[src/rtl/cva6_cfg_discovery_reader.sv]
// Read-only discovery port: publishes the elaborated core configuration as a
// fixed 32-word table of 64-bit capability words behind a req/gnt/rvalid port.

package config_pkg;

   typedef enum logic [1:0] {
      WB       = 2'd0,
      WT       = 2'd1,
      HPDCACHE = 2'd2
   } cache_type_t;

   // Reduced configuration record holding only the fields this reader publishes.
   typedef struct packed {
      int unsigned       XLEN;
      bit                RVA;
      bit                RVB;
      bit                RVC;
      bit                RVF;
      bit                RVD;
      bit                RVH;
      bit                RVV;
      bit                RVZCB;
      bit                RVZCMP;
      bit                RVZiCond;
      bit                RVS;
      bit                RVU;
      bit                CvxifEn;
      bit                MmuPresent;
      bit                DebugEn;
      bit                PerfCounterEn;
      bit                FpgaEn;
      int unsigned       IcacheByteSize;
      int unsigned       IcacheLineWidth;
      int unsigned       IcacheSetAssoc;
      int unsigned       DcacheByteSize;
      int unsigned       DcacheLineWidth;
      int unsigned       DcacheSetAssoc;
      cache_type_t       DCacheType;
      int unsigned       NrScoreboardEntries;
      int unsigned       NrPMPEntries;
      int unsigned       RASDepth;
      int unsigned       BTBEntries;
      int unsigned       BHTEntries;
      int unsigned       NrExecuteRegionRules;
      int unsigned       NrCachedRegionRules;
      int unsigned       NrNonIdempotentRules;
      int unsigned       MaxOutstandingStores;
      logic [63:0]       HaltAddress;
      logic [63:0]       ExceptionAddress;
      logic [63:0]       DmBaseAddress;
      logic [7:0][63:0]  ExecuteRegionAddrBase;
      logic [7:0][63:0]  ExecuteRegionLength;
   } cva6_cfg_t;

   localparam cva6_cfg_t cva6_cfg_empty = '0;

endpackage

module cva6_cfg_discovery_reader #(
   parameter config_pkg::cva6_cfg_t CVA6Cfg  = config_pkg::cva6_cfg_empty,
   parameter int unsigned           IdxWidth = 6,
   parameter int unsigned           RspDepth = 2
) (
   input  logic                clk_i,
   input  logic                rst_ni,
   input  logic                req_i,
   input  logic [IdxWidth-1:0] idx_i,
   output logic                gnt_o,
   output logic                rvalid_o,
   output logic [63:0]         rdata_o,
   output logic                rerr_o,
   input  logic                rready_i,
   output logic [15:0]         nreads_o,
   output logic [7:0]          nerrs_o
);

   localparam int unsigned PtrW = (RspDepth > 1) ? $clog2(RspDepth) : 1;
   localparam int unsigned CntW = $clog2(RspDepth + 1);

   typedef logic [31:0][63:0] table_t;

   typedef struct packed {
      logic        err;
      logic [63:0] data;
   } rsp_t;

   function automatic table_t build_table();
      table_t t;
      t = '0;
      t[0] = 64'h4356_4136_0000_0001;
      t[1][7:0] = 8'(CVA6Cfg.XLEN);
      t[1][8]   = CVA6Cfg.RVA;
      t[1][9]   = CVA6Cfg.RVB;
      t[1][10]  = CVA6Cfg.RVC;
      t[1][11]  = CVA6Cfg.RVF;
      t[1][12]  = CVA6Cfg.RVD;
      t[1][13]  = CVA6Cfg.RVH;
      t[1][14]  = CVA6Cfg.RVV;
      t[1][15]  = CVA6Cfg.RVZCB;
      t[1][16]  = CVA6Cfg.RVZCMP;
      t[1][17]  = CVA6Cfg.RVZiCond;
      t[1][18]  = CVA6Cfg.RVS;
      t[1][19]  = CVA6Cfg.RVU;
      t[1][20]  = CVA6Cfg.CvxifEn;
      t[1][21]  = CVA6Cfg.MmuPresent;
      t[1][22]  = CVA6Cfg.DebugEn;
      t[1][23]  = CVA6Cfg.PerfCounterEn;
      t[1][24]  = CVA6Cfg.FpgaEn;
      t[2] = {8'd0, 8'(CVA6Cfg.IcacheSetAssoc), 16'(CVA6Cfg.IcacheLineWidth),
              32'(CVA6Cfg.IcacheByteSize)};
      t[3] = {6'd0, CVA6Cfg.DCacheType, 8'(CVA6Cfg.DcacheSetAssoc),
              16'(CVA6Cfg.DcacheLineWidth), 32'(CVA6Cfg.DcacheByteSize)};
      t[4] = {8'd0, 16'(CVA6Cfg.BHTEntries), 16'(CVA6Cfg.BTBEntries),
              8'(CVA6Cfg.RASDepth), 8'(CVA6Cfg.NrPMPEntries),
              8'(CVA6Cfg.NrScoreboardEntries)};
      t[5] = {32'd0, 8'(CVA6Cfg.MaxOutstandingStores), 8'(CVA6Cfg.NrNonIdempotentRules),
              8'(CVA6Cfg.NrCachedRegionRules), 8'(CVA6Cfg.NrExecuteRegionRules)};
      t[6] = CVA6Cfg.HaltAddress;
      t[7] = CVA6Cfg.ExceptionAddress;
      t[8] = CVA6Cfg.DmBaseAddress;
      // Region slots beyond the configured rule count stay zero even if the
      // underlying arrays hold leftover values.
      for (int unsigned k = 0; k < 8; k++) begin
         if (k < CVA6Cfg.NrExecuteRegionRules) begin
            t[5'(16 + 2 * k)] = CVA6Cfg.ExecuteRegionAddrBase[3'(k)];
            t[5'(17 + 2 * k)] = CVA6Cfg.ExecuteRegionLength[3'(k)];
         end
      end
      return t;
   endfunction

   localparam table_t Table = build_table();

   if (RspDepth < 1 || IdxWidth < 1 || IdxWidth > 32) begin : g_bad_params
      $error("cva6_cfg_discovery_reader: RspDepth must be >= 1 and IdxWidth in 1..32");
   end

   if (CVA6Cfg.XLEN > 255 || CVA6Cfg.IcacheLineWidth > 65535 ||
       CVA6Cfg.IcacheSetAssoc > 255 || CVA6Cfg.DcacheLineWidth > 65535 ||
       CVA6Cfg.DcacheSetAssoc > 255 || CVA6Cfg.NrScoreboardEntries > 255 ||
       CVA6Cfg.NrPMPEntries > 255 || CVA6Cfg.RASDepth > 255 ||
       CVA6Cfg.BTBEntries > 65535 || CVA6Cfg.BHTEntries > 65535 ||
       CVA6Cfg.NrExecuteRegionRules > 8 || CVA6Cfg.NrCachedRegionRules > 255 ||
       CVA6Cfg.NrNonIdempotentRules > 255 || CVA6Cfg.MaxOutstandingStores > 255)
   begin : g_cfg_overflow
      $error("cva6_cfg_discovery_reader: configuration value overflows its table slot");
   end

   function automatic logic [PtrW-1:0] ptr_inc(input logic [PtrW-1:0] p);
      return (p == PtrW'(RspDepth - 1)) ? '0 : p + 1'b1;
   endfunction

   rsp_t            mem_q [RspDepth];
   logic [PtrW-1:0] wr_ptr_q, wr_ptr_d;
   logic [PtrW-1:0] rd_ptr_q, rd_ptr_d;
   logic [CntW-1:0] count_q, count_d;
   logic [15:0]     nreads_q, nreads_d;
   logic [7:0]      nerrs_q, nerrs_d;

   logic [31:0] idx_ext;
   logic        idx_err;
   logic        push;
   logic        pop;
   rsp_t        rsp_new;

   assign idx_ext = 32'(idx_i);
   assign idx_err = (idx_ext > 32'd31);

   // Occupancy at the start of the cycle gates the grant; a same-cycle pop
   // does not open a slot, which keeps gnt_o off the rready_i path.
   assign push = req_i && (count_q < CntW'(RspDepth));
   assign pop  = (count_q != '0) && rready_i;

   always_comb begin
      rsp_new      = '0;
      rsp_new.err  = idx_err;
      rsp_new.data = idx_err ? 64'd0 : Table[idx_ext[4:0]];
   end

   always_comb begin
      wr_ptr_d = wr_ptr_q;
      rd_ptr_d = rd_ptr_q;
      count_d  = count_q;
      nreads_d = nreads_q;
      nerrs_d  = nerrs_q;
      if (push) begin
         wr_ptr_d = ptr_inc(wr_ptr_q);
      end
      if (pop) begin
         rd_ptr_d = ptr_inc(rd_ptr_q);
      end
      if (push && !pop) begin
         count_d = count_q + 1'b1;
      end else if (pop && !push) begin
         count_d = count_q - 1'b1;
      end
      if (push && nreads_q != 16'hFFFF) begin
         nreads_d = nreads_q + 16'd1;
      end
      if (push && idx_err && nerrs_q != 8'hFF) begin
         nerrs_d = nerrs_q + 8'd1;
      end
   end

   always_ff @(posedge clk_i or negedge rst_ni) begin
      if (!rst_ni) begin
         wr_ptr_q <= '0;
         rd_ptr_q <= '0;
         count_q  <= '0;
         nreads_q <= '0;
         nerrs_q  <= '0;
         for (int unsigned i = 0; i < RspDepth; i++) begin
            mem_q[i] <= '0;
         end
      end else begin
         wr_ptr_q <= wr_ptr_d;
         rd_ptr_q <= rd_ptr_d;
         count_q  <= count_d;
         nreads_q <= nreads_d;
         nerrs_q  <= nerrs_d;
         if (push) begin
            mem_q[wr_ptr_q] <= rsp_new;
         end
      end
   end

   assign gnt_o    = push;
   assign rvalid_o = (count_q != '0);
   assign rdata_o  = rvalid_o ? mem_q[rd_ptr_q].data : 64'd0;
   assign rerr_o   = rvalid_o ? mem_q[rd_ptr_q].err : 1'b0;
   assign nreads_o = nreads_q;
   assign nerrs_o  = nerrs_q;

endmodule
[config.mk]
export PLATFORM = sky130hd
export DESIGN_NAME = cva6_cfg_discovery_reader
export DESIGN_NICKNAME = d
export VERILOG_FILES = /design/src/rtl/cva6_cfg_discovery_reader.sv
export SDC_FILE = /design/constraint.sdc
export NUM_CORES = 1
export LEC_CHECK = 0
export ABC_AREA = 1
export CORE_ASPECT_RATIO = 2
export CORE_MARGIN = 2
export CORE_UTILIZATION = 39
export CTS_CLUSTER_SIZE = 14
export DETAILED_ROUTE_END_ITERATION = 6
export PLACE_DENSITY = 0.76
export SYNTH_ARGS = -nofsm -noshare
export SYNTH_HDL_FRONTEND = slang
export SYNTH_SLANG_ARGS = --single-unit
[constraint.sdc]
create_clock -name clk_i -period 1.54 [get_ports clk_i]
set_input_delay 0.231 -clock clk_i [delete_from_list [all_inputs] [get_ports clk_i]]
set_output_delay 0.231 -clock clk_i [all_outputs]
set_load 0.005 [all_outputs]
==> results.md, run 1 <==
* WL final at 4.83 mm
* Worst slack, placed at -0.0708 ns
* Vias at 1961
* DP Area at 0.00279 mm^2
* Final worst-path cycle share at 0.985
* Ys Warns at 0
* VDD IR max at 1210 uV
* Clk sinks at 32
* Pwr/cell area at 1400 mW/mm^2
* N_diodes at 0
* TNS Setup at 0 ns
* Die Wd at 58.5 um
* Unrepaired setup endpoints after global routing: true
* Design area at 0.00299 mm^2
* Final-report hold violation count at 0
* Part of the Yosys area used for sequential elements at 0.346
* Overall power at 4.19 mW
* Most area-consuming cells after synthesis: dfrtp_1, buf_4, nand2_1
* MaxCap Viol Count at 0
* Synthesized area at 0.00231 mm^2
* Area delta synth->final at 29.1%
* H-tree depth at 2
* Layout cell share with drive strength beyond 1 at 0.223
* P_sw at 1.45 mW
* FF+latch count, synth at 32
* Worst r2r path cells at 8
* Io pins at 101
* Worst skew pair latency at 0.28 ns
* Gr ovfl total at 0
* Max Slew Vio Count at 0
* Setup crit end kind: output pin
* Core area at 0.00571 mm^2
* Worst setup SP type: register
* Initial DRC count at 56
* CTS buffer count at 5
* Fin worst setup slack at 0.0236 ns
* Cells after synthesis at 298
* Worst R2R Setup Slack at 0.09 ns
* R2R Path Start: count_q[1]
* DRT Pass-1 Iters at 4
* Async SR Flop Fraction at 1.00
* Min Tclk post-route at 1.52 ns
* CTS tree: done
* Post-DP HPWL at 3.78 mm
* Antenna violations before repair at 0
* Largest net degree at the start of global routing at 33
* Clock power share at 0.241
* First-pass GRT wire length at 7.73 mm
* Average routed wire per standard cell at 11.1 um
* Reg power frac at 0.309
* Final core utilization at 0.523
* CP Class: reg2out
* Vias in the first global route at 1803
* Worst hold margin at 0.360 ns
* Critical path data arrival time at 1.29 ns
* Die Height at 113 um
* Detail Route Antenna Nets at 0
* Post-synth EDFFs at 0
* Avg Inst Size Synth at 7.77 um^2
* Count leader, synth: nand2_1
* Status: finished clean
* Final setup violation count at 0
* DR vias/cell at 4.53
* Ys flop type: dfrtp_1
* Leading area contributor after synthesis: dfrtp_1
* Inst Count DP at 415
* Final Non-Filler Cells at 433
* Nets@finish at 384
* DRC errors left at 0
* Initial core utilization at 0.405
* DIE AREA at 0.00660 mm^2
* Top post-synthesis cells by count: nand2_1, buf_4, dfrtp_1
* Final GP Congestion at 0.813
* Clock transition at path regs at 0.05 ns
* All-layer global routing usage at 0.151
* Combinational Power Share at 0.451
* R2r endpoint: count_q[1]
* Sw frac at 0.347
* Leak at 1.48 nW
* Final setup skew at 0.00609 ns
* Clk buf depth at 2
* Internal power at 2.74 mW
* IO Port Bufs at 50
* CP max FO at 6
* Hold Crit Class: in2async
* Fmax at 659 MHz
* Share of the synthesized area in the top cell type at 0.346
* Cts hold-fix bufs at 0
* Unique cell type count in the Yosys netlist at 26
* Root Driver: clkbuf_16
* Critical Path RT at 1.31 ns
* Row cnt at 39
what timing repair did:
item / CTS / global route
setup endpoints to repair: 18 / 20
cloned: 1 / 0
buffers inserted: 4 / 6
gates resized for setup: 62 / 11
pin swaps: 1 / 2
per-layer routing:
layer	share of wire	vias to the layer above	track usage	wire length [um]
li1	-	964	-	-
met1	0.34	910	0.135	1620
met2	0.57	76	0.293	2770
met3	0.051	11	0.0251	248
met4	0.038	0	0.0930	185
met5	0	-	0	0
cell usage in the layout (no fill, tap or decap), types with 2 or more instances in the layout:
master,count
xnor2_1,5
conb_1,50
nand3_1,19
nor2_1,17
inv_1,20
nand4_1,4
buf_12,3
clkbuf_2,2
inv_2,3
nand2_4,3
o21ai_2,7
nand2_2,5
buf_4,27
dfrtp_1,31
clkinvlp_4,2
xor2_1,12
clkbuf_16,5
clkdlybuf4s50_1,32
nand2_1,79
dlygate4sd2_1,2
a21oi_1,2
o21ai_0,8
buf_6,5
nor2_2,4
buf_2,9
ha_1,2
logic make-up after synthesis:
group / Yosys count / share of synthesized area
adder cells (fa/ha/maj): 3 / 0.0162
buffers and inverters: 88 / 0.251
XOR/XNOR: 17 / 0.0643
AND/OR/NAND/NOR: 136 / 0.258
AO/OA/AOI/OAI: 21 / 0.0627
other: 1 / 0.00162
flip-flops: 32 / 0.346
power by group through the flow:
stage / registers (mW) / clock network (mW) / logic, mW
2_1_floorplan: 1.32 / 0 / 1.01
3_3_place_gp: 1.29 / 0 / 1.83
3_5_place_dp: 1.30 / 0 / 1.88
4_1_cts: 1.30 / 1.04 / 1.86
5_1_grt: 1.34 / 1.06 / 2.09
6_report: 1.29 / 1.01 / 1.89
worst max-delay path: stages, from the launching register on:
cell	delay (ns)
dfrtp_1	0.38
inv_1	0.07
nand2_1	0.06
a21oi_2	0.15
buf_4	0.14
buf_6	0.10
buf_2	0.10
sequential cells by signal, indices dropped and copies added, names as in the netlist:
register	cells
nreads_o	16
nerrs_o	8
mem_q	4
count_q	2
rd_ptr_q	1
wr_ptr_q	1
worst max-delay path by stage:
stage	slack, ns	to	startpoint	depth (start not counted)
2_1_floorplan	0.07	nreads_o[11]	nreads_o[0]	9
6_report	0.02	rdata_o[52]	rd_ptr_q	6
3_5_place_dp	-0.07	count_q[1]	req_i	7
5_1_grt	-0.07	rdata_o[34]	rd_ptr_q	6
3_3_place_gp	-0.05	count_q[1]	req_i	7
4_1_cts	-0.15	rdata_o[0]	rd_ptr_q	6
area by class of cell:
| cell class | count | area [um^2] |
|---|---|---|
| fill | 556 | 2720 |
| multi-input combinational | 227 | 1130 |
| sequential | 32 | 802 |
| timing repair buffer | 82 | 734 |
| clock buffer | 6 | 139 |
| inverter | 23 | 86.3 |
| tap | 61 | 76.3 |
| clock inverter | 2 | 15.0 |
Note: power is estimated with default switching activity, not from simulation.
==> inputs of run 2 (changes only) <==
--- a/config.mk
+++ b/config.mk
@@ -6,6 +6,7 @@
 export NUM_CORES = 1
 export LEC_CHECK = 0
 export ABC_AREA = 1
+export CAP_MARGIN = 10
 export CORE_ASPECT_RATIO = 2
 export CORE_MARGIN = 2
 export CORE_UTILIZATION = 39
==> results of run 2 <==
Final layout, timing and power as in run 1 (identical DEF).
==> inputs of run 3 (changes only) <==
--- a/config.mk
+++ b/config.mk
@@ -5,14 +5,13 @@
 export SDC_FILE = /design/constraint.sdc
 export NUM_CORES = 1
 export LEC_CHECK = 0
-export ABC_AREA = 1
 export CAP_MARGIN = 10
 export CORE_ASPECT_RATIO = 2
 export CORE_MARGIN = 2
-export CORE_UTILIZATION = 39
+export CORE_UTILIZATION = 36
 export CTS_CLUSTER_SIZE = 14
 export DETAILED_ROUTE_END_ITERATION = 6
-export PLACE_DENSITY = 0.76
+export PLACE_DENSITY = 0.74
 export SYNTH_ARGS = -nofsm -noshare
 export SYNTH_HDL_FRONTEND = slang
 export SYNTH_SLANG_ARGS = --single-unit
==> run 3 against run 2 <==
  * The flow now finishes with violations (negative setup slack)
  * Worst hold slack worse by 0.0049 ns
  * Die area down 5.8%
  * Global-route usage down 1.3 points
==> results.md, run 3 <==
* Final worst-path cycle share at 1.08 (was 0.985)
* Vias at 1663 (was 1961)
* Final setup violation count at 13 (was 0)
* Most area-consuming cells after synthesis: dfrtp_1, buf_4, xnor2_1 (was dfrtp_1, buf_4, nand2_1)
* Count leader, synth: buf_4 (was nand2_1)
* Die Wd at 56.8 um (was 58.5 um)
* Nets@finish at 324 (was 384)
* Gr ovfl total at 0 (unchanged)
* All-layer global routing usage at 0.138 (was 0.151)
* CP cell instances: ha_2 -> nand4_1 -> or4_4 -> and2_4 -> mux2_4 (was inv_1 -> nand2_1 -> a21oi_2 -> buf_4 -> buf_6 -> buf_2)
* Worst setup SP type: register (unchanged)
* Ys flop type: dfrtp_1 (unchanged)
* Row cnt at 38 (was 39)
* Overall power at 3.81 mW (was 4.19 mW)
* H-tree depth at 2 (unchanged)
* Worst skew pair latency at 0.27 ns (was 0.28 ns)
* Initial core utilization at 0.370 (was 0.405)
* Layout cell share with drive strength beyond 1 at 0.408 (was 0.223)
* Final-report hold violation count at 0 (unchanged)
* Max reg flops at 16 (unchanged)
* Detail Route Antenna Nets at 0 (unchanged)
* Clock transition at path regs at 0.06 ns (was 0.05 ns)
* Most frequent cells in the layout: buf_4, conb_1, dfrtp_1 (was nand2_1, conb_1, clkdlybuf4s50_1)
* Final setup skew at 0.00211 ns (was 0.00609 ns)
* Cells after synthesis at 204 (was 298)
* Async SR Flop Fraction at 1.00 (unchanged)
* DRC errors left at 0 (unchanged)
* Cell family with the largest share of critical-path delay: simple AND/OR/NAND/NOR gates (was buffers and inverters)
* Largest net degree at the start of global routing at 33 (unchanged)
* VDD IR max at 1270 uV (was 1210 uV)
* DRT Pass-1 Iters at 4 (unchanged)
* Post-DP HPWL at 3.03 mm (was 3.78 mm)
* Leading cell type in the layout, fill and taps excluded: buf_4 (was nand2_1)
* Buf/Inv on CP at 0 (was 4)
* Layer carrying the most global-route usage: met2 (unchanged)
* Max incr delay on CP at 0.45 ns (was 0.38 ns)
* Vias in the first global route at 1549 (was 1803)
* WL final at 4.48 mm (was 4.83 mm)
* Share of the synthesized area in the top cell type at 0.399 (was 0.346)
* IO Port Bufs at 50 (unchanged)
* N_diodes at 0 (unchanged)
* Synthesized area at 0.00201 mm^2 (was 0.00231 mm^2)
* Setup crit end kind: register (was output pin)
* Post-synth EDFFs at 0 (unchanged)
* Worst hold margin at 0.355 ns (was 0.360 ns)
* Clk sinks at 32 (unchanged)
* Min Tclk post-route at 1.66 ns (was 1.52 ns)
* Critical Path RT at 1.70 ns (was 1.31 ns)
* Status: complete, but fails checks (was finished clean)
* Met1 Resource Use GR at 0.133 (was 0.135)
* Top post-synthesis cells by count: buf_4, dfrtp_1, nand2_1 (was nand2_1, buf_4, dfrtp_1)
* Hold Crit Class: in2async (unchanged)
* Fmax at 603 MHz (was 659 MHz)
* Part of the Yosys area used for sequential elements at 0.399 (was 0.346)
* Cts hold-fix bufs at 0 (unchanged)
* CTS tree: done (unchanged)
* Met3 Usage GRT at 0.0282 (was 0.0251)
* Antenna violations before repair at 0 (unchanged)
* Ys Warns at 0 (unchanged)
* Clk buf depth at 2 (unchanged)
* Pwr/cell area at 1230 mW/mm^2 (was 1400 mW/mm^2)
* Unrepaired setup endpoints after global routing: true (unchanged)
* TNS Setup at -0.729 ns (was 0 ns)
* Unique cell type count in the Yosys netlist at 30 (was 26)
* Leak at 1.62 nW (was 1.48 nW)
* Io pins at 101 (unchanged)
* Critical path data arrival time at 1.82 ns (was 1.29 ns)
* Root Driver: clkbuf_8 (was clkbuf_16)
* Met2 usage in global routing at 0.268 (was 0.293)
* Fin worst setup slack at -0.118 ns (was 0.0236 ns)
* First-pass GRT wire length at 6.74 mm (was 7.73 mm)
* Max Slew Vio Count at 0 (unchanged)
* FF+latch count, synth at 32 (unchanged)
* DR vias/cell at 4.48 (was 4.53)
* MaxCap Viol Count at 0 (unchanged)
* Initial DRC count at 22 (was 56)
* Average routed wire per standard cell at 12.1 um (was 11.1 um)
* CP max FO at 3 (was 6)
* Violated checks: negative setup slack
* Avg Inst Size Synth at 9.83 um^2 (was 7.77 um^2)
* Die Height at 110 um (was 113 um)
* Final core utilization at 0.569 (was 0.523)
* CP Class: reg2reg (was reg2out)
* CTS buffer count at 5 (unchanged)
* Crit-path slowest cell: or4_4 (was dfrtp_1)
* DIE AREA at 0.00622 mm^2 (was 0.00660 mm^2)
* Leading area contributor after synthesis: dfrtp_1 (unchanged)
* Final GP Congestion at 0.762 (was 0.813)
* Core area at 0.00542 mm^2 (was 0.00571 mm^2)
* Area delta synth->final at 53.8% (was 29.1%)
-- run 3: through the flow --
| step | instances | setup WS (ns) | area, um^2 |
|---|---|---|---|
| global route | 371 | -0.170 | 3080 |
| global placement | 339 | -0.269 | 2600 |
| CTS | 365 | -0.203 | 2890 |
| floorplan | 253 | -0.257 | 2200 |
| finish | 371 | -0.118 | 3080 |
| detailed placement | 339 | -0.271 | 2600 |
-- run 3: cell type report --
cell class	instances	area, um^2
well taps	60	75.1
fillers	474	2340
clock inverters	1	5.00
flip-flops and latches	32	802
repair buffers	116	1040
inverters	3	13.8
multi-input cells	153	1070
clock buffers	6	72.6
-- run 3: layer usage --
metal	share of wire	vias to the layer above
li1	-	772
met1	0.33	785
met2	0.56	93
met3	0.072	13
met4	0.034	0
met5	0	-
-- run 3: logic make-up after synthesis --
kind of cell / count (synthesis) / share of synthesized area
compound gates: 4 / 0.0125
simple gates: 63 / 0.163
fa+ha+maj: 3 / 0.0187
flops: 32 / 0.399
xor+xnor: 24 / 0.105
buf+inv: 68 / 0.249
mux: 9 / 0.0511
other cells: 1 / 0.00187
-- run 3: path summary, 6_finish.rpt --
check                                  from          end  slack (ns)  cells after the start
max in group asynchronous            rst_ni  nreads_o[5]        0.87                      2
worst max register to register  nreads_o[0]  nreads_o[1]       -0.12                      5
worst max-delay path            nreads_o[0]  nreads_o[1]       -0.12                      5
worst min-delay path                 rst_ni  nreads_o[7]        0.36                      2
min in group clk_i                mem_q[62]    mem_q[62]        0.49                      2
worst min register to register    mem_q[62]    mem_q[62]        0.49                      2
-- run 3: what timing repair did --
action	4_1_cts	5_1_grt
resized for setup	92	46
setup buffers	17	9
endpoints found under the setup margin	34	43
pin swaps	12	20
cloned	2	0
-- run 3: report_power, final --
| group | switching (mW) | leakage, nW | internal [mW] |
|---|---|---|---|
| logic | 0.789 | 1.17 | 1.20 |
| clock network | 0.279 | 0.0410 | 0.306 |
| registers | 0.159 | 0.410 | 1.08 |
-- run 3: worst register-to-register path, stage by stage, from the launching register on --
cell and delay, ns:
dfrtp_1 0.35, ha_2 0.19, nand4_1 0.09, or4_4 0.45
and2_4 0.17, mux2_4 0.29
